===== src/rtl/l2_request_arbiter_pkg.sv =====
// l2_request_arbiter_pkg: shared widths, queue record types and word-count rule for the L2 request arbiter
package l2_request_arbiter_pkg;

    localparam int L2_NUM_PORTS = 2;
    localparam int L2_ID_W      = (L2_NUM_PORTS > 1) ? $clog2(L2_NUM_PORTS) : 1;

    typedef struct packed {
        logic [29:0]        addr;
        logic               rnw;
        logic               is_amo;
        logic [4:0]         amo_type_or_burst_size;
        logic [L2_ID_W-1:0] id;
    } l2_arb_request_t;

    typedef struct packed {
        logic [31:0] data;
        logic [3:0]  be;
    } l2_wdata_t;

    // Data words a request carries: write = burst+1, AMO = 1 operand, read = none.
    function automatic logic [5:0] l2_word_count(input logic rnw, input logic is_amo, input logic [4:0] burst);
        return is_amo ? 6'd1 : rnw ? 6'd0 : {1'b0, burst} + 6'd1;
    endfunction

endpackage


===== src/rtl/l2_sync_fifo.sv =====
// l2_sync_fifo: synchronous FIFO with registered occupancy count and LUTRAM storage
//   clk, rst_n     clock, synchronous active-low reset (empties the queue)
//   push, wdata    write strobe and word; ignored when full unless a pop happens the same cycle
//   pop, rdata     read strobe and head word; pop ignored when empty
//   empty, count   empty flag and number of stored words
module l2_sync_fifo #(
    parameter int DATA_W = 8,
    parameter int DEPTH  = 4
) (
    input  logic                      clk,
    input  logic                      rst_n,
    input  logic                      push,
    input  logic [DATA_W-1:0]         wdata,
    input  logic                      pop,
    output logic [DATA_W-1:0]         rdata,
    output logic                      empty,
    output logic [$clog2(DEPTH):0]    count
);
    localparam int AW = $clog2(DEPTH);
    localparam int CW = AW + 1;
    localparam logic [AW:0] FULL_CNT = CW'(DEPTH);
    logic [DATA_W-1:0] mem [DEPTH];
    logic [AW-1:0] wr_ptr, rd_ptr;
    logic full, do_push, do_pop;
    assign full    = count == FULL_CNT;
    assign empty   = count == '0;
    assign do_pop  = pop & ~empty;
    assign do_push = push & (~full | do_pop);
    assign rdata   = mem[rd_ptr];
    always_ff @(posedge clk) begin
        if (!rst_n) begin
            wr_ptr <= '0;
            rd_ptr <= '0;
            count  <= '0;
        end else begin
            if (do_push) wr_ptr <= wr_ptr + 1'b1;
            if (do_pop) rd_ptr <= rd_ptr + 1'b1;
            count <= count + CW'(do_push) - CW'(do_pop);
        end
    end
    always_ff @(posedge clk)
        if (do_push) mem[wr_ptr] <= wdata;
endmodule


===== src/rtl/l2_request_arbiter.sv =====
// l2_request_arbiter: round-robin arbiter queueing L1 requests and write data toward the L2/AXI bridge
//   clk, rst_n                     clock, synchronous active-low reset
//   req_*                          per-port request (valid/ready, addr, rnw, is_amo, fn5/burst)
//   req_wdata*                     per-port write data words (valid/ready handshake)
//   rsp_rd_data, rsp_rd_valid      read data broadcast, per-port valid routed by l2_rd_id
//   rsp_wr_done                    per-port write/AMO completion, returned in issue order
//   l2_*                           master side of the memory interface (request, write data, responses)
module l2_request_arbiter
    import l2_request_arbiter_pkg::*;
#(
    parameter int NUM_PORTS        = L2_NUM_PORTS,
    parameter int REQ_FIFO_DEPTH   = 4,
    parameter int WDATA_FIFO_DEPTH = 32,
    parameter int WORDER_DEPTH     = 4
) (
    input  logic                   clk,
    input  logic                   rst_n,
    input  logic [NUM_PORTS-1:0]   req_valid,
    output logic [NUM_PORTS-1:0]   req_ready,
    input  logic [NUM_PORTS*30-1:0] req_addr,
    input  logic [NUM_PORTS-1:0]   req_rnw,
    input  logic [NUM_PORTS-1:0]   req_is_amo,
    input  logic [NUM_PORTS*5-1:0] req_amo_type_or_burst_size,
    input  logic [NUM_PORTS*32-1:0] req_wdata,
    input  logic [NUM_PORTS*4-1:0] req_wdata_be,
    input  logic [NUM_PORTS-1:0]   req_wdata_valid,
    output logic [NUM_PORTS-1:0]   req_wdata_ready,
    output logic [31:0]            rsp_rd_data,
    output logic [NUM_PORTS-1:0]   rsp_rd_valid,
    output logic [NUM_PORTS-1:0]   rsp_wr_done,
    output logic                   l2_request_valid,
    input  logic                   l2_request_pop,
    output logic [29:0]            l2_addr,
    output logic                   l2_rnw,
    output logic                   l2_is_amo,
    output logic [4:0]             l2_amo_type_or_burst_size,
    output logic [L2_ID_W-1:0]     l2_id,
    output logic [31:0]            l2_wr_data,
    output logic [3:0]             l2_wr_data_be,
    output logic                   l2_wr_data_valid,
    input  logic                   l2_wr_data_read,
    input  logic [31:0]            l2_rd_data,
    input  logic [L2_ID_W-1:0]     l2_rd_id,
    input  logic                   l2_rd_data_valid,
    input  logic                   l2_wr_complete
);
    logic [NUM_PORTS-1:0][29:0] addr_v;
    logic [NUM_PORTS-1:0][4:0]  burst_v;
    logic [NUM_PORTS-1:0][31:0] wdata_v;
    logic [NUM_PORTS-1:0][3:0]  be_v;
    logic [NUM_PORTS-1:0][5:0]  words;
    logic [NUM_PORTS-1:0]       eligible;
    l2_arb_request_t rq_in, rq_head;
    l2_wdata_t wq_in, wq_head;
    logic [L2_ID_W-1:0] ptr, gnt_id, idx, cap_port, oq_head;
    logic [$clog2(REQ_FIFO_DEPTH):0] rq_count;
    logic [$clog2(WDATA_FIFO_DEPTH):0] wq_count;
    logic [$clog2(WORDER_DEPTH):0] oq_count;
    logic rq_empty, wq_empty, oq_empty, rq_full, wq_full, oq_full;
    logic gnt, data_gnt, cap_active, wq_push, oq_pop;
    logic [5:0] cap_left;

    assign addr_v  = req_addr;
    assign burst_v = req_amo_type_or_burst_size;
    assign wdata_v = req_wdata;
    assign be_v    = req_wdata_be;
    assign rq_full = int'(rq_count) == REQ_FIFO_DEPTH;
    assign wq_full = int'(wq_count) == WDATA_FIFO_DEPTH;
    assign oq_full = int'(oq_count) == WORDER_DEPTH;

    // Reads only need a reqQ slot; data requests also need the capture engine and room for every word.
    always_comb begin
        for (int p = 0; p < NUM_PORTS; p++) begin
            words[p]    = l2_word_count(req_rnw[p], req_is_amo[p], burst_v[p]);
            eligible[p] = req_valid[p] & ~rq_full & ((words[p] == 6'd0) |
                          (~cap_active & ~oq_full & (WDATA_FIFO_DEPTH - int'(wq_count) >= int'(words[p]))));
        end
    end

    // Scan from the far end back toward ptr so the eligible port closest to ptr wins.
    always_comb begin
        gnt    = 1'b0;
        gnt_id = '0;
        idx    = '0;
        for (int i = NUM_PORTS - 1; i >= 0; i--) begin
            idx = L2_ID_W'((int'(ptr) + i) % NUM_PORTS);
            if (rst_n && eligible[idx]) begin
                gnt    = 1'b1;
                gnt_id = idx;
            end
        end
    end

    assign data_gnt        = gnt & (words[gnt_id] != 6'd0);
    assign req_ready       = gnt ? NUM_PORTS'(1) << gnt_id : '0;
    assign req_wdata_ready = (rst_n & cap_active & ~wq_full) ? NUM_PORTS'(1) << cap_port : '0;
    assign wq_push         = |(req_wdata_ready & req_wdata_valid);
    assign rq_in           = '{addr: addr_v[gnt_id], rnw: req_rnw[gnt_id], is_amo: req_is_amo[gnt_id],
                               amo_type_or_burst_size: burst_v[gnt_id], id: gnt_id};
    assign wq_in           = '{data: wdata_v[cap_port], be: be_v[cap_port]};

    always_ff @(posedge clk) begin
        if (!rst_n) begin
            ptr        <= '0;
            cap_active <= 1'b0;
            cap_port   <= '0;
            cap_left   <= '0;
        end else begin
            if (gnt) ptr <= (int'(gnt_id) == NUM_PORTS - 1) ? '0 : gnt_id + 1'b1;
            if (data_gnt) begin
                cap_active <= 1'b1;
                cap_port   <= gnt_id;
                cap_left   <= words[gnt_id];
            end else if (wq_push) begin
                cap_left   <= cap_left - 6'd1;
                cap_active <= cap_left != 6'd1;
            end
        end
    end

    l2_sync_fifo #(.DATA_W($bits(l2_arb_request_t)), .DEPTH(REQ_FIFO_DEPTH)) u_req_q (
        .clk(clk), .rst_n(rst_n), .push(gnt), .wdata(rq_in), .pop(l2_request_pop),
        .rdata(rq_head), .empty(rq_empty), .count(rq_count));

    l2_sync_fifo #(.DATA_W($bits(l2_wdata_t)), .DEPTH(WDATA_FIFO_DEPTH)) u_wdata_q (
        .clk(clk), .rst_n(rst_n), .push(wq_push), .wdata(wq_in), .pop(l2_wr_data_read),
        .rdata(wq_head), .empty(wq_empty), .count(wq_count));

    l2_sync_fifo #(.DATA_W(L2_ID_W), .DEPTH(WORDER_DEPTH)) u_order_q (
        .clk(clk), .rst_n(rst_n), .push(data_gnt), .wdata(gnt_id), .pop(oq_pop),
        .rdata(oq_head), .empty(oq_empty), .count(oq_count));

    assign l2_request_valid          = ~rq_empty;
    assign l2_addr                   = rq_head.addr;
    assign l2_rnw                    = rq_head.rnw;
    assign l2_is_amo                 = rq_head.is_amo;
    assign l2_amo_type_or_burst_size = rq_head.amo_type_or_burst_size;
    assign l2_id                     = rq_head.id;
    assign l2_wr_data_valid          = ~wq_empty;
    assign l2_wr_data                = wq_head.data;
    assign l2_wr_data_be             = wq_head.be;
    assign oq_pop                    = l2_wr_complete & ~oq_empty;
    assign rsp_wr_done               = oq_pop ? NUM_PORTS'(1) << oq_head : '0;
    assign rsp_rd_data               = l2_rd_data;
    assign rsp_rd_valid              = l2_rd_data_valid ? NUM_PORTS'(1) << l2_rd_id : '0;

    // A completion with nothing outstanding is dropped; flag it in simulation.
    always_ff @(posedge clk)
        if (rst_n && l2_wr_complete) assert (!oq_empty);
endmodule


===== config.mk =====
export PLATFORM = sky130hd
export DESIGN_NAME = l2_request_arbiter
export DESIGN_NICKNAME = d
export VERILOG_FILES = /design/src/rtl/l2_request_arbiter_pkg.sv /design/src/rtl/l2_sync_fifo.sv /design/src/rtl/l2_request_arbiter.sv
export SDC_FILE = /design/constraint.sdc
export NUM_CORES = 1
export LEC_CHECK = 0
export CORE_MARGIN = 1.5
export CORE_UTILIZATION = 45
export CTS_BUF_LIST = sky130_fd_sc_hd__clkbuf_8
export CTS_CLUSTER_SIZE = 10
export DETAILED_ROUTE_END_ITERATION = 12
export GPL_TIMING_DRIVEN = 1
export PLACE_DENSITY_LB_ADDON = 0.05
export RECOVER_POWER = 100
export SETUP_SLACK_MARGIN = 0.3
export SYNTH_ARGS = -nofsm -noshare
export SYNTH_HDL_FRONTEND = slang
export SYNTH_SLANG_ARGS = --single-unit

===== constraint.sdc =====
create_clock -name clk -period 14.31 [get_ports clk]
set_input_delay 2.862 -clock clk [delete_from_list [all_inputs] [get_ports clk]]
set_output_delay 2.862 -clock clk [all_outputs]
set_load 0.03 [all_outputs]

==> metrics.md, run 1 <==
| Metric | Value |
|---|---|
| Hpwl dp | around 67000 um |
| Grt total ovfl | 0 |
| Clock Latency Late Sink | approximately 900 ps |
| Worst Tran Pin Value | between 4000 and 5000 ps |
| Post-Syn Instances | around 2400 |
| Layout Skew | ~57 ps |
| Clock Tree Buf Depth | 3 |
| IO Port Bufs | 240 |
| Die H | 348 um |
| Critical Path RT | 11450 ps |
| Starting Density | between 40% and 50% |
| Syn_nets | roughly 2700 |
| CP delay by family, top | buffers and inverters |
| Switch share | 28.6% |
| Worst min-delay path class | reg -> reg |
| Storage cell area | between 40000 and 50000 um2 |
| Critical-path cell list | dlygate4sd3_1 > ha_1 > nand3_1 > xor2_1 > nor3_1 > inv_1 > ha_1 > o211a_1 > a221oi_1 > nor3_1 > or3_2 > clkbuf_1 > clkinv_8 > nor2_1 > clkdlybuf4s50_1 |
| Vias in the first global route | between 20000 and 30000 |
| First-pass GRT wire length | about 190000 um |
| Layout cells sized above 1 | 24.8% |
| CP max-delay cell | clkbuf_1 |
| Cts hold-fix bufs | 0 |
| Failing checks | capacitance limit, slew limit |
| CP max stage delay | approximately 1600 ps |
| Fillers | approximately 9400 |
| Placer Congestion | between 0.8 and 0.9 |
| Largest area contributor in the netlist | edfxtp_1 |
| Final setup vio count | 0 |
| RSZ-0062 raised after global routing | false |
| 1st-iter DRT viols | 2427 |
| Critical Path End | req_ready[0] |
| Layout Nets | 3031 |
| Via count | approximately 26000 |
| Synth cell types | 59 |
| Flop2flop setup slack | about 7600 ps |
| Mean Syn Cell Area | about 22 um2 |
| TritonCTS Buffers | approximately 220 |
| Final Hold Viols | 0 |
| CTS tree | yes |
| Die Area | between 100000 and 150000 um2 |
| Arr. time, crit path | between 9000 and 10000 ps |
| Status | finished with violations |
| Buf+Inv Stages, Crit Path | 5 |
| Cell Area, Synth | 53500 um2 |
| Area share of the largest cell type after synthesis | between 70% and 80% |
| Sequential share of power | ~47% |
| Worst setup SP type | input port |
| Clock power share | between 20% and 30% |
| WS Path Type | in -> out |
| Core area | roughly 120000 um2 |
| Final wirelength | about 130000 um |
| Post-synth top flop | edfxtp_1 |
| Clock Sinks | ~1400 |
| Multi-input gate area | roughly 13000 um2 |
| Flops & latches, synth | between 1000 and 1500 |
| Post-CTS Setup Bufs | 0 |
| GRT Util Overall | 22.1% |
| Worst vdd ir | between 0.0001 and 0.00015 V |
| Crit-path max FO | 51 |
| Post-synth EDFFs | ~1300 |
| Die X | 348 um |
| Worst Setup SP | req_amo_type_or_burst_size[0] |
| # Max-Cap Violations | 50 |
| Area Overhead vs Synth | 14.5% |
| Routed vias/inst | 5.75 |
| H-tree depth | 4 |
| Total internal power | 7.23 mW |
| Routed Antenna Nets | 0 |
| LEAKAGE | 19.2 nW |
| Clock transition at path regs | 50 ps |
| CP endpoint kind | output port |
| Pre-CTS WS | just over 4000 ps |
| Initial antenna violation count | 2 |
| WL/cell | around 29 um |
| Slew HR | -175% |
| Pin count of the biggest net entering global routing | 150 |
| Top cells by area, synth | edfxtp_1 (73%), mux4_2 (17%), dfxtp_1 (1.8%) |
| Net Switching | a little under 3 mW |
| Setup Total Neg Slack | 0 ps |
| Min Tclk post-route | between 10000 and 15000 ps |
| # DRC | 0 |
| Pins over their slew limit | about 1700 |
| YS warnings | 0 |
| DRT Pass-1 Iters | 6 |
| Clock root buffer | clkbuf_8 |
| Logic pwr share | 24.3% |
| Post-synthesis sequential area ratio | between 70% and 80% |
| P per Cell Area | 165 nW/um2 |
| Post-route setup slack | 2370 ps |
| Row Count | between 100 and 150 |
| Reg2Reg Launch Point | cap_port |
| Stages on worst setup path | 15 |
| Worst r2r dst | u_wdata_q.mem[19][12] |
| R2R cell count | 6 |
| Max Freq | 0.0838 GHz |
| Asr flop ratio synth | 0% |
| Post-cts resize count | 0 |
| Top Ports | about 310 |
| Period utilization | a little over four fifths |
## stage by stage
stage / area (um2) / total power [mW] / hold slack (ps) / util (%) / cells
after floorplan: 53500 / 6.52 / 455 / - / 2436
after global placement: 57800 / 7.25 / 477 / 48.9 / 4111
after detailed placement: 57800 / 7.28 / 502 / 48.9 / 4111
after CTS: 61600 / 10.3 / 510 / 52.2 / 4491
after global routing: 61300 / 10.6 / 529 / 51.9 / 4492
final: 61300 / 10.1 / 500 / 51.9 / 4492
## flip-flops by register name (all words and copies together), names as in the netlist, named ones only
signal / cells
u_order_q.count: 3
u_wdata_q.mem: 1152
u_order_q.wr_ptr: 2
u_req_q.rd_ptr: 2
u_req_q.wr_ptr: 2
u_req_q.mem: 152
ptr: 1
u_req_q.count: 3
u_order_q.mem: 4
u_wdata_q.count: 6
cap_left: 6
u_wdata_q.rd_ptr: 5
u_order_q.rd_ptr: 2
cap_active: 1
cap_port: 1
u_wdata_q.wr_ptr: 5
## synth_stat cells, types with 4 or more instances
cell type,count
xnor2_1,22
nand2b_1,5
edfxtp_1,1308
buf_2,4
nor2b_1,4
ha_1,45
mux2i_1,7
nand2_1,136
nand3_1,10
mux4_2,399
buf_4,34
buf_1,34
mux2_2,73
inv_1,35
a21oi_1,10
dfxtp_1,48
and2_1,16
o31ai_1,5
clkbuf_1,73
xor2_1,14
o21bai_1,4
nand4_1,7
or3_1,4
nor3_1,7
nor2_1,78
## logic make-up after synthesis
group	share of synthesized area (%)
AOI/OAI and AO/OA	0.743
buffers and inverters	1.64
DFF	75.1
adders and majority gates	1.16
xor gates and xnor gates	0.589
muxes	18.4
and+or+nand+nor	2.27
## cell type report
cell class,count,share of cell area (%)
Clock buffer,219,4.92
Timing Repair Buffer,288,4.28
Clock inverter,161,1.28
Inverter,37,0.247
Antenna cell,1,0.00408
Multi-Input combinational cell,894,20.5
Tap cell,1536,3.13
Sequential cell,1356,65.7
## metal layers
metal	track usage, %	up-vias	share of wire (%)
met3	4.14	233	5.7
met2	37.2	824	50
met4	6.28	0	2.3
met5	0	-	0
met1	29.7	14000	42
li1	-	10800	-
## worst min-delay path by stage
stage | startpoint | end | slack [ps] | cells after the start
floorplan | cap_active | cap_active | 460 | 2
global placement | u_req_q.wr_ptr[1] | u_req_q.wr_ptr[1] | 480 | 2
detailed placement | u_req_q.wr_ptr[1] | u_req_q.wr_ptr[1] | 500 | 2
CTS | u_req_q.wr_ptr[1] | u_req_q.wr_ptr[1] | 510 | 2
global route | u_req_q.wr_ptr[1] | u_req_q.wr_ptr[1] | 530 | 2
finish | u_req_q.wr_ptr[1] | u_req_q.wr_ptr[1] | 500 | 2
## placed cells by master (no fill, tap or decap), drive strengths merged, types with 4 or more instances in the layout
| master | count |
|---|---|
| inv | 128 |
| buf | 8 |
| nand3 | 10 |
| clkbuf | 259 |
| dfxtp | 48 |
| xor2 | 14 |
| clkdlybuf4s50 | 136 |
| nand2 | 136 |
| o31ai | 6 |
| or3 | 4 |
| o21bai | 4 |
| nor2b | 4 |
| mux4 | 399 |
| nor2 | 78 |
| ha | 45 |
| edfxtp | 1308 |
| nand2b | 5 |
| mux2i | 7 |
| and2 | 16 |
| nand4 | 7 |
| dlygate4sd3 | 104 |
| a21oi | 10 |
| clkinv | 66 |
| nor3 | 7 |
| mux2 | 73 |
| xnor2 | 22 |
## tightest hold or removal path, cell delays in order, from the launching register on
cell and delay [ps]:
dfxtp_1 330, nand2_1 60, a21oi_1 50
## power groups by stage
| stage | combinational, mW | clock (mW) | sequential, mW |
|---|---|---|---|
| 2_1_floorplan | 1.80 | 0 | 4.72 |
| 3_3_place_gp | 2.48 | 0 | 4.77 |
| 3_5_place_dp | 2.50 | 0 | 4.78 |
| 4_1_cts | 2.51 | 3.04 | 4.70 |
| 5_1_grt | 2.67 | 3.21 | 4.72 |
| 6_report | 2.46 | 2.96 | 4.71 |
No activity file was read; power rests on OpenSTA's default activity.
==> run 2, diff against run 1 <==
==> constraint.sdc (replaced) <==
create_clock -name clk -period 10.6 [get_ports clk]
set_input_delay 2.12 -clock clk [delete_from_list [all_inputs] [get_ports clk]]
set_output_delay 2.12 -clock clk [all_outputs]
set_load 0.03 [all_outputs]
==> run 2 against run 1 <==
Net effect: the flow still finishes with violations (capacitance limit, slew limit); final cell count increased by 0.53%; die area unchanged; sequential share of layout area decreased by 0.066 points; clock-buffer cell count increased by 5; sequential cell count unchanged; combinational power increased by 35%; via count increased by 0.17%; power increased by 36%; global-route usage decreased by 0.051 points; routed wire length decreased by 0.47%; worst setup slack got worse by 1000 ps; clock skew decreased by 18 ps; critical endpoint unchanged; largest cell class unchanged; largest power group unchanged; highest routed layer unchanged.
==> metrics.md, run 2 (synthesis gave the netlist of run 1 again) <==
| Metric | Value |
|---|---|
| Routed vias/inst | 5.73 (was 5.75) |
| Failing checks | capacitance limit, slew limit (unchanged) |
| Layout Nets | 3035 (was 3031) |
| R2R cell count | 6 (unchanged) |
| Clock transition at path regs | 50 ps (about the same) |
| # DRC | 0 (unchanged) |
| Layout cells sized above 1 | 24.3% (was 24.8%) |
| Most common cell after layout, fill and taps aside | edfxtp_1 (unchanged) |
| Core Util, Final | 52.0% (was 51.9%) |
| Die X | 348 um (unchanged) |
| RSZ-0062 raised after global routing | false (unchanged) |
| CP max-delay cell | or3_1 (was clkbuf_1) |
| Status | finished with violations (unchanged) |
| Area Overhead vs Synth | 14.6% (was 14.5%) |
| Via count | 25900 (was 25800) |
| TritonCTS Buffers | 220 (was 217) |
| Placed insts | 4112 (was 4111) |
| Final setup vio count | 0 (unchanged) |
| Clock Latency Late Sink | 900 ps (about the same) |
| Top Ports | 305 (unchanged) |
| P per Cell Area | 224 nW/um2 (was 165 nW/um2) |
| Arr. time, crit path | 7120 ps (was 9070 ps) |
| Clock Tree Buf Depth | 3 (unchanged) |
| Pin count of the biggest net entering global routing | 136 (was 150) |
| Row Count | 126 (unchanged) |
| WS Path Type | in -> out (unchanged) |
| Pins over their slew limit | 1625 (was 1654) |
| Final Hold Viols | 0 (unchanged) |
| Critical-path cell list | dlygate4sd3_1 > ha_1 > nand3_1 > xor2_1 > nor3_1 > inv_1 > ha_1 > o211a_1 > a221oi_1 > nor3_1 > or3_1 > clkinv_8 > nor2_1 > dlygate4sd3_1 (was dlygate4sd3_1 > ha_1 > nand3_1 > xor2_1 > nor3_1 > inv_1 > ha_1 > o211a_1 > a221oi_1 > nor3_1 > or3_2 > clkbuf_1 > clkinv_8 > nor2_1 > clkdlybuf4s50_1) |
| Worst min-delay path class | reg -> reg (unchanged) |
| CTS tree | yes (unchanged) |
| # Max-Cap Violations | 60 (was 50) |
| Initial antenna violation count | 2 (unchanged) |
| Hpwl dp | 69100 um (was 66700 um) |
| CP endpoint kind | output port (unchanged) |
| Worst Tran Pin Value | 3780 ps (was 4120 ps) |
| First-pass GRT wire length | 190000 um (about the same) |
| Top reg by flops | u_wdata_q.mem (unchanged) |
| Routed Antenna Nets | 0 (unchanged) |
| Period utilization | between 80% and 90% |
| Die H | 348 um (unchanged) |
| Hold depth | 2 (unchanged) |
| CP max stage delay | 880 ps (was 1560 ps) |
| Setup Total Neg Slack | 0 ps (unchanged) |
| 1st-iter DRT viols | 2451 (was 2427) |
| Clock root buffer | clkbuf_8 (unchanged) |
| Core area | 118000 um2 (unchanged) |
| Starting Density | 45.3% (unchanged) |
| DRT Pass-1 Iters | 5 (was 6) |
| Largest regs | u_wdata_q.mem x1152, u_req_q.mem x152 (unchanged) |
| Worst setup SP type | input port (unchanged) |
| Clock Sinks | 1356 (unchanged) |
| Placer Congestion | 0.805 (was 0.808) |
| H-tree depth | 4 (unchanged) |
| Cts hold-fix bufs | 0 (unchanged) |
| Grt total ovfl | 0 (unchanged) |
| Commonest non-fill, non-tap cells in the layout | edfxtp_1 (1308), mux4_2 (399), clkbuf_8 (224) (was edfxtp_1 (1308), mux4_2 (399), clkbuf_8 (219)) |
| GRT Util Overall | 22.1% (about the same) |
| Max Freq | ~0.11 GHz |
| Final wirelength | 131000 um (was 132000 um) |
| Worst vdd ir | 0.000131 V (was 0.000104 V) |
| Die Area | 121000 um2 (unchanged) |
| IO Port Bufs | 240 (unchanged) |
| Min Tclk post-route | just over 9000 ps |
| LEAKAGE | 19.3 nW (was 19.2 nW) |
| DP Area | 57800 um2 (about the same) |
| Critical Path RT | 8480 ps (was 11450 ps) |
| Post-CTS Setup Bufs | 0 (unchanged) |
| Largest register FFs | 1152 (unchanged) |
| Post-route cell area | 61400 um2 (was 61300 um2) |
| WL/cell | 29.1 um (was 29.4 um) |
| Non-filler instance count after layout | 4516 (was 4492) |
| Layout Skew | 39.1 ps (was 56.7 ps) |
| Slew HR | -152% (was -175%) |
| Post-cts resize count | 0 (unchanged) |
| Crit-path max FO | 51 (unchanged) |
| Vias in the first global route | 27900 (was 27800) |
## run 2: cell count changes in the layout (fill, tap and decap cells not counted), moves of 4 or more
cell	before	now
clkdlybuf4s50_1	136	126
clkinv_2	20	16
nor2_4	17	5
clkbuf_8	219	224
clkinv_1	44	56
inv_1	116	125
nor2_1	61	73
dlygate4sd3_1	104	114
clkinvlp_4	2	6
## run 2: critical path, delay by kind of cell
kind	cells	cell delay, ps
xor+xnor	1	150
simple gates	5	2090
fa+ha+maj	2	550
compound gates	2	250
buf+inv	4	1920
## run 2: worst paths after layout
kind	start	to	slack (ps)
min reg2reg	u_req_q.wr_ptr[1]	u_req_q.wr_ptr[1]	490
max reg2reg	cap_port	u_wdata_q.mem[31][14]	3890
max	req_amo_type_or_burst_size[0]	req_ready[0]	1360
min	u_req_q.wr_ptr[1]	u_req_q.wr_ptr[1]	490
## run 2: metal layers
layer | global-route usage (%) | part of all wire, % | vias to the layer above | wire length, um
met3 | 3.82 | 5.3 | 232 | 7020
met4 | 6.96 | 2.2 | 0 | 2910
met1 | 30.2 | 43 | 14000 | 56100
met2 | 36.3 | 50 | 813 | 65400
li1 | - | - | 10900 | -
met5 | 0 | 0 | - | 0
## run 2: per-stage QoR
stage               total power [mW]  hold slack [ps]  setup slack, ps
floorplan                       8.80              455             3540
CTS                             14.0              498             1780
finish                          13.8              493             1360
global placement                9.80              478             1980
global route                    14.4              507              779
detailed placement              9.86              491             1790
## run 2: area by class of cell
| cell class | count | area, um2 |
|---|---|---|
| Clock inverter | 178 | 863 |
| Fill cell | 9275 | 56700 |
| Sequential cell | 1356 | 40300 |
| Inverter | 37 | 151 |
| Multi-Input combinational cell | 894 | 12500 |
| Timing Repair Buffer | 289 | 2640 |
| Antenna cell | 2 | 5.00 |
| Tap cell | 1536 | 1920 |
| Clock buffer | 224 | 3080 |
## run 2: power by group
group          switching, mW  total (mW)  leakage [nW]  internal [mW]
Sequential             0.111        6.34          12.2           6.23
Clock                   2.03        4.09          2.33           2.05
Combinational           1.79        3.33          4.78           1.55
==> run 3, diff against run 2 <==
==> constraint.sdc (replaced) <==
create_clock -name clk -period 8.65 [get_ports clk]
set_input_delay 1.73 -clock clk [delete_from_list [all_inputs] [get_ports clk]]
set_output_delay 1.73 -clock clk [all_outputs]
set_load 0.03 [all_outputs]
==> run 3 against run 2 <==
Net effect: the flow still finishes with violations (capacitance limit, slew limit); largest cell class unchanged; worst setup slack lost 910 ps; first-iteration DRC count shrank 3.3%; largest power group unchanged; sequential power grew 23%; highest routed layer unchanged; core utilization is essentially flat; clock power grew 22%; die area is the same; power grew 22%; final area is essentially flat; clock skew grew 1.2 ps; final cell count shrank 0.22%; global-route usage grew 0.097 points.
==> metrics.md, run 3 (synthesis gave the netlist of run 1 again) <==
| Metric | Value |
|---|---|
| Max Freq | 0.122 GHz |
| Non-filler instance count after layout | 4506 (was 4516) |
| Layout cells sized above 1 | 24.1% (was 24.3%) |
| Gr busiest metal | met2 (unchanged) |
| Vias in the first global route | 28000 (was 27900) |
| Initial antenna violation count | 2 (unchanged) |
| Period utilization | between 90% and 100% |
| Post-CTS Setup Bufs | 0 (unchanged) |
| Min Tclk post-route | roughly 8000 ps |
| # Max-Cap Violations | 66 (was 60) |
| Worst setup SP type | input port (unchanged) |
| Fillers | 9352 (was 9275) |
| CP max-delay cell | or3_2 (was or3_1) |
| TritonCTS Buffers | 217 (was 220) |
| Status | finished with violations (unchanged) |
| Worst min-delay path class | reg -> reg (unchanged) |
| Die H | 348 um (unchanged) |
| Crit-path max FO | 51 (unchanged) |
| Layout Skew | 40.4 ps (was 39.1 ps) |
| Pins over their slew limit | 1519 (was 1625) |
| GR met1 Demand/Resource | 30.7% (was 30.2%) |
| CP max stage delay | 720 ps (was 880 ps) |
| Slew HR | -176% (was -152%) |
| Placer Congestion | 0.817 (was 0.805) |
| Arr. time, crit path | 6470 ps (was 7120 ps) |
| IO Port Bufs | 240 (unchanged) |
| Critical-path cell list | dlygate4sd3_1 > ha_1 > nand3_1 > xor2_1 > nor3_1 > inv_1 > ha_1 > o211a_1 > a221oi_1 > nor3_1 > or3_2 > clkinv_8 > nor2_1 > dlygate4sd3_1 (was dlygate4sd3_1 > ha_1 > nand3_1 > xor2_1 > nor3_1 > inv_1 > ha_1 > o211a_1 > a221oi_1 > nor3_1 > or3_1 > clkinv_8 > nor2_1 > dlygate4sd3_1) |
| Final Hold Viols | 0 (unchanged) |
| WL/cell | 29.3 um (was 29.1 um) |
| Worst Tran Pin Value | 4140 ps (was 3780 ps) |
| # DRC | 0 (unchanged) |
| Clock Latency Late Sink | 870 ps (was 900 ps) |
| GRT Util Overall | 22.2% (was 22.1%) |
| Post-cts resize count | 0 (unchanged) |
| Pin count of the biggest net entering global routing | 150 (was 136) |
| Largest regs | u_wdata_q.mem x1152, u_req_q.mem x152 (unchanged) |
| Cts hold-fix bufs | 0 (unchanged) |
| 1st-iter DRT viols | 2369 (was 2451) |
| Commonest non-fill, non-tap cells in the layout | edfxtp_1 (1308), mux4_2 (399), clkbuf_8 (227) (was edfxtp_1 (1308), mux4_2 (399), clkbuf_8 (224)) |
| Final wirelength | 132000 um (was 131000 um) |
| Clock transition at path regs | 60 ps (was 50 ps) |
| Core Util, Final | 52.0% (about the same) |
| Core area | 118000 um2 (unchanged) |
| Buf+Inv Stages, Crit Path | 4 (unchanged) |
| DRT Pass-1 Iters | 5 (unchanged) |
| P per Cell Area | 273 nW/um2 (was 224 nW/um2) |
| Most common cell after layout, fill and taps aside | edfxtp_1 (unchanged) |
| Area Overhead vs Synth | 14.6% (about the same) |
| Via count | 25800 (was 25900) |
| Storage cell area | 40300 um2 (unchanged) |
| Routed vias/inst | 5.72 (was 5.73) |
| Row Count | 126 (unchanged) |
| Die Area | 121000 um2 (unchanged) |
| Critical Path RT | 6920 ps (was 8480 ps) |
| Failing checks | capacitance limit, slew limit (unchanged) |
| LEAKAGE | 19.2 nW (was 19.3 nW) |
| Worst vdd ir | 0.000188 V (was 0.000131 V) |
| First-pass GRT wire length | 192000 um (was 190000 um) |
| Multi-input gate area | 12500 um2 (unchanged) |
| M3 GR Usage | 3.94% (was 3.82%) |
| CP endpoint kind | output port (unchanged) |
| CP delay by family, top | buffers and inverters (was simple AND/OR/NAND/NOR gates) |
| Clock root buffer | clkbuf_8 (unchanged) |
| Top reg by flops | u_wdata_q.mem (unchanged) |
| RSZ-0062 raised after global routing | false (unchanged) |
| Clock Sinks | 1356 (unchanged) |
| Layout Nets | 3028 (was 3035) |
| Largest register FFs | 1152 (unchanged) |
| Routed Antenna Nets | 0 (unchanged) |
| Final setup vio count | 0 (unchanged) |
| Hpwl dp | 69800 um (was 69100 um) |
| Met2 global-route usage | 36.5% (was 36.3%) |
| CTS tree | yes (unchanged) |
| Setup Total Neg Slack | 0 ps (unchanged) |
| Clock Tree Buf Depth | 3 (unchanged) |
| Top Ports | 305 (unchanged) |
| H-tree depth | 4 (unchanged) |
| Grt total ovfl | 0 (unchanged) |
| Starting Density | 45.3% (unchanged) |
| WS Path Type | in -> out (unchanged) |
| Placed insts | 4108 (was 4112) |
| Die X | 348 um (unchanged) |
run 3: final timing paths:
path	to	cells after the start	slack, ps	startpoint
worst min register to register	u_req_q.wr_ptr[1]	2	510	u_req_q.wr_ptr[1]
worst max register to register	u_wdata_q.mem[10][18]	6	1890	cap_port
worst min-delay path	u_req_q.wr_ptr[1]	2	510	u_req_q.wr_ptr[1]
worst max-delay path	req_ready[0]	14	450	req_amo_type_or_burst_size[0]
run 3: metrics by stage:
stage | hold slack [ps] | instance area [um2] | worst slack, ps | power [mW]
after floorplan | 455 | 53500 | 2370 | 10.8
after global placement | 484 | 57800 | 882 | 12.0
after detailed placement | 502 | 57800 | 678 | 12.1
after CTS | 511 | 61700 | 680 | 17.1
after global routing | 525 | 61400 | 262 | 17.5
final | 507 | 61400 | 450 | 16.8
run 3: per-layer routing:
| metal | vias to the layer above | share of wire (%) |
|---|---|---|
| li1 | 10800 | - |
| met1 | 14000 | 43 |
| met2 | 782 | 50 |
| met3 | 208 | 5.2 |
| met4 | 0 | 2.0 |
| met5 | - | 0 |
run 3: report_power, final:
part / internal [mW] / total [mW] / leakage (nW) / switching [mW]
clock: 2.53 / 4.99 / 2.27 / 2.46
sequential: 7.64 / 7.77 / 12.2 / 0.134
combinational: 1.84 / 4.00 / 4.78 / 2.16
run 3: worst register-to-register path: stages, from the launching register on:
cell      delay, ps
dfxtp_4         900
mux2i_1         250
nor2_1          130
clkbuf_1        620
nand2_1         480
nor2_1         1530
clkbuf_1       2290
run 3: layout make-up:
class                      count  area share, %
multi-input combinational    894           20.3
sequential                  1356           65.6
clock buffer                 227           5.09
inverter                      37          0.247
tap                         1536           3.13
timing repair buffer         285           4.35
clock inverter               166           1.27
antenna                        5         0.0204
